==> config.mk <==
export PLATFORM = sky130hd
export DESIGN_NAME = des_block_serializer
export DESIGN_NICKNAME = d
export VERILOG_FILES = /design/src/rtl/des_block_serializer.sv
export SDC_FILE = /design/constraint.sdc
export NUM_CORES = 1
export LEC_CHECK = 0
export ABC_AREA = 1
export BUFFER_PORTS_ARGS = -buffer_cell sky130_fd_sc_hd__clkbuf_2
export CORE_MARGIN = 4
export CORE_UTILIZATION = 39
export CTS_CLUSTER_DIAMETER = 60
export CTS_CLUSTER_SIZE = 10
export DETAILED_ROUTE_END_ITERATION = 8
export SLEW_MARGIN = 30
export SYNTH_ARGS = -nofsm -noshare
export SYNTH_HDL_FRONTEND = slang
export SYNTH_SLANG_ARGS = --single-unit
export TNS_END_PERCENT = 30
==> constraint.sdc <==
create_clock -name clk -period 4.1 [get_ports clk]
set_input_delay 0.205 -clock clk [delete_from_list [all_inputs] [get_ports clk]]
set_output_delay 0.205 -clock clk [all_outputs]
set_load 0.01 [all_outputs]
==> src/rtl/des_block_serializer.sv <==
// Block-to-byte output stage after the DES final permutation.
// It buffers 64-bit ciphertext blocks in a small FIFO and streams each one out as 8 bytes.
module des_block_serializer #(
  parameter int DEPTH     = 2,
  parameter bit MSB_FIRST = 1'b1,
  parameter int CNT_W     = 16
) (
  input  logic             clk,
  input  logic             rst_n,
  input  logic [63:0]      in_data,
  input  logic             in_valid,
  output logic             in_ready,
  output logic [7:0]       out_data,
  output logic             out_valid,
  input  logic             out_ready,
  output logic             out_last,
  output logic [CNT_W-1:0] blk_count
);

  localparam int PW = $clog2(DEPTH);
  localparam int CW = PW + 1;

  logic [63:0]   mem [DEPTH];
  logic [PW-1:0] wr_ptr;
  logic [PW-1:0] rd_ptr;
  logic [CW-1:0] count;
  logic [2:0]    byte_idx;
  logic          push;
  logic          byte_xfer;
  logic          pop;
  logic [2:0]    sel;
  logic [63:0]   head;

  // Handshakes depend only on registered state, gated off while reset is asserted.
  assign in_ready  = rst_n && (count < CW'(DEPTH));
  assign out_valid = rst_n && (count != '0);
  assign out_last  = out_valid && (byte_idx == 3'd7);

  assign push      = in_valid && in_ready;
  assign byte_xfer = out_valid && out_ready;
  assign pop       = byte_xfer && (byte_idx == 3'd7);

  always_ff @(posedge clk) begin
    if (!rst_n) begin
      wr_ptr    <= '0;
      rd_ptr    <= '0;
      count     <= '0;
      byte_idx  <= '0;
      blk_count <= '0;
    end else begin
      if (push)
        wr_ptr <= wr_ptr + 1'b1;
      if (byte_xfer)
        byte_idx <= byte_idx + 1'b1;
      if (pop) begin
        rd_ptr    <= rd_ptr + 1'b1;
        blk_count <= blk_count + 1'b1;
      end
      case ({push, pop})
        2'b10:   count <= count + 1'b1;
        2'b01:   count <= count - 1'b1;
        default: count <= count;
      endcase
    end
  end

  // Storage needs no reset; push is already suppressed during reset.
  always_ff @(posedge clk) begin
    if (push)
      mem[wr_ptr] <= in_data;
  end

  always_comb begin
    head     = mem[rd_ptr];
    sel      = MSB_FIRST ? (3'd7 - byte_idx) : byte_idx;
    out_data = 8'h00;
    if (out_valid)
      out_data = head[{sel, 3'b000} +: 8];
  end

endmodule

==> impl_metrics.ini <==
[min_path]
hold_class = primary input to flip-flop
min_from = in_data[56]

[critical_path]
r2r_setup_slack_ns = 1.50
crit_chain = clkinv_1 -> nand3_1 -> nand3_1 -> a21oi_1 -> clkbuf_2
path_common_cell = nand3_1
rr_startpoint = byte_idx[1]
cpMaxStageDelayCell = dfxtp_1
worstPathArrival_ns = 2.63
slowest_delay_ns = 0.75
rr_endpoint = count[1]
worstSetupPathDepth = 5
rr_worst_depth = 9
cp_top_family = buffers and inverters
path_buf_inv = 2
path_class = flip-flop to primary output
path_max_fanout = 18
required_ns = 3.89
end_kind = primary output
critical_path.endpoint = out_data[5]
cp-start-kind = flip-flop
cp-startpoint = byte_idx[1]

[cells_and_area]
most-common-layout-cells = nand2_1 (219), edfxtp_1 (128), clkbuf_2 (94), nand3_1 (90), inv_1 (76)
n_fill_cell = 1481
final_common_cell = nand2_1
diodes = 0
drive_above_1_share_pct = 16.79
syn_to_final_growth_pct = 27.37
nets = 876

[yosys]
yosysTopAreaCell = edfxtp_1
yosysWarnings = 0
netlist.area_leader.share_pct = 59.04
netlist_instances = 652
avgSynthCellArea_sq_um = 9.985
syn_area_sq_um = 6510
ys_types = 23
ys_ff_latch = 152
ys_seq_area_share_pct = 66.42
synth_nets = 724
yosys-top-cells-area = edfxtp_1 (59%), nand2_1 (13%), dfxtp_1 (7.4%)

[detailed_routing]
antenna_left = 0
wire_per_inst_um = 14.88
drt_pass1_iterations = 5
drt_wl_total_um = 15360
dr_total_vias = 4896
initialDrtViolationCount = 363
drc = 0
viasPerCell = 4.744

[place]
port_buffers = 94
gp_congestion = 0.8047
place_hpwl_um = 10100

[timing]
tns_ns = 0
rsz0062_at_grt = false
setup_viol = 0
skew_ns = 0.004833
fmax_mhz = 352.6
slew-limit-headroom_pct = 40.85
period_needed_ns = 2.836
fin_crit_sh_pct = 69.17
tightestPinTransition_ns = 0.8872
hold_violations = 0
drv_slew = 0

[cts]
htree_levels = 4
cts_buffer_depth = 2
cts_inserted_buffers = 17
clock_latency_ns = 0.41
clock_sinks = 152
post_cts_buffers = 0
cts_tree = yes
ctsRootBufferMaster = clkbuf_16
clk_pin_slew_worst_paths_ns = 0.06

[global_routing]
grt_first_pass_wirelength_um = 24390
antenna_found_initial = 0
grt_max_degree = 65
grt_overflow = 0
grt_use_total_pct = 17.00
grt_pass1_vias = 4769

[flow_run]
max_cap_viol_count = 0

[die]
die_area_sq_um = 18820
die_x_um = 137.2
placementRows = 46
die_y_um = 137.2
initial_core_util_pct = 40.40
io_pins = 95
core_sq_um = 16120

[power]
power_w = 0.003338
p_leak_nw = 3.545
p_per_area_nw_per_um2 = 402.5
peakVddDrop_mv = 0.2856

[status]
status = completed
## layout make-up
| type | instances | area [sq um] | area share, % |
|---|---|---|---|
| inverter | 82 | 310.3 | 3.742 |
| tap | 216 | 270.3 | 3.259 |
| sequential | 152 | 4325 | 52.17 |
| clock buffer | 18 | 429.2 | 5.176 |
| timing repair buffer | 159 | 1109 | 13.37 |
| clock inverter | 13 | 88.84 | 1.071 |
| multi-input combinational | 392 | 1759 | 21.22 |
## state kept, by name, indices dropped and copies added (netlist names), named ones only
register	flops
byte_idx	3
mem	128
rd_ptr	1
count	2
wr_ptr	1
blk_count	16
## cell families after synthesis
kind of cell / after synthesis / synth area share (%)
adders and majority gates: 4 / 0.7688
buffers and inverters: 108 / 6.784
xor gates and xnor gates: 5 / 0.6727
and+or+nand+nor: 348 / 22.66
AOI/OAI and AO/OA: 35 / 2.691
DFF: 152 / 66.42
## timing repair
action | in CTS | in global routing
hold buffers | 60 | 0
gates resized for setup | 0 | 0
hold endpoints to repair | 119 | 0
## cell usage after synthesis
master    count
xnor2_1       4
xor2_1        1
inv_2         3
inv_1        76
buf_1         1
nor3_1        3
nand4_4       1
dfxtp_1      24
ha_1          4
clkinv_1      3
edfxtp_1    128
buf_2        14
nand4_1       1
nor2_2        2
nand3_1      90
clkbuf_1      6
nor2_1       27
buf_4         5
nor2_4        3
a21oi_1      26
o21ai_0       9
nand2_2       2
nand2_1     219
## worst register-to-register path, cell delays in order (launching register included)
cell and delay (ns):
dfxtp_1 0.75, ha_1 0.28, ha_1 0.22, nand4_4 0.25, inv_2 0.22, ha_1 0.27, a21oi_1 0.13, o21ai_0 0.14
xor2_1 0.16, nor2_1 0.06
## stage by stage
step	std cells	utilization, %	setup WS, ns	area (sq um)	hold slack (ns)
2_1_floorplan	652	-	0.09371	6510	0.3039
6_report	1032	51.45	1.264	8292	0.01453
3_5_place_dp	941	44.51	1.539	7173	0.3978
5_1_grt	1032	51.45	1.056	8292	0.001287
3_3_place_gp	941	44.50	1.622	7171	0.3952
4_1_cts	1032	51.45	1.272	8292	0.0003147
## power breakdown
group / switching (W) / internal (W) / leakage, nW / total [W]
clock network: 0.000558 / 0.000812 / 0.254 / 0.00137
registers: 0.0000171 / 0.00173 / 1.37 / 0.00175
logic: 0.000124 / 0.0000977 / 1.92 / 0.000221
total: 0.000698 / 0.00264 / 3.54 / 0.00334
## worst min path at each step
stage | endpoint | slack, ns | depth (start not counted)
3_3_place_gp | mem[1][23] | 0.40 | 1
5_1_grt | mem[0][56] | 0.001 | 1
3_5_place_dp | mem[0][61] | 0.40 | 1
2_1_floorplan | mem[0][0] | 0.30 | 0
4_1_cts | mem[0][56] | 0.0003 | 1
6_report | mem[0][56] | 0.01 | 1
## routing by layer
metal | routed length (um) | GRT usage, %
met5 | 0 | 0
met2 | 7632 | 27.33
met4 | 236 | 5.765
met3 | 633 | 3.287
met1 | 6858 | 23.20
No activity file was read; power rests on OpenSTA's default activity.
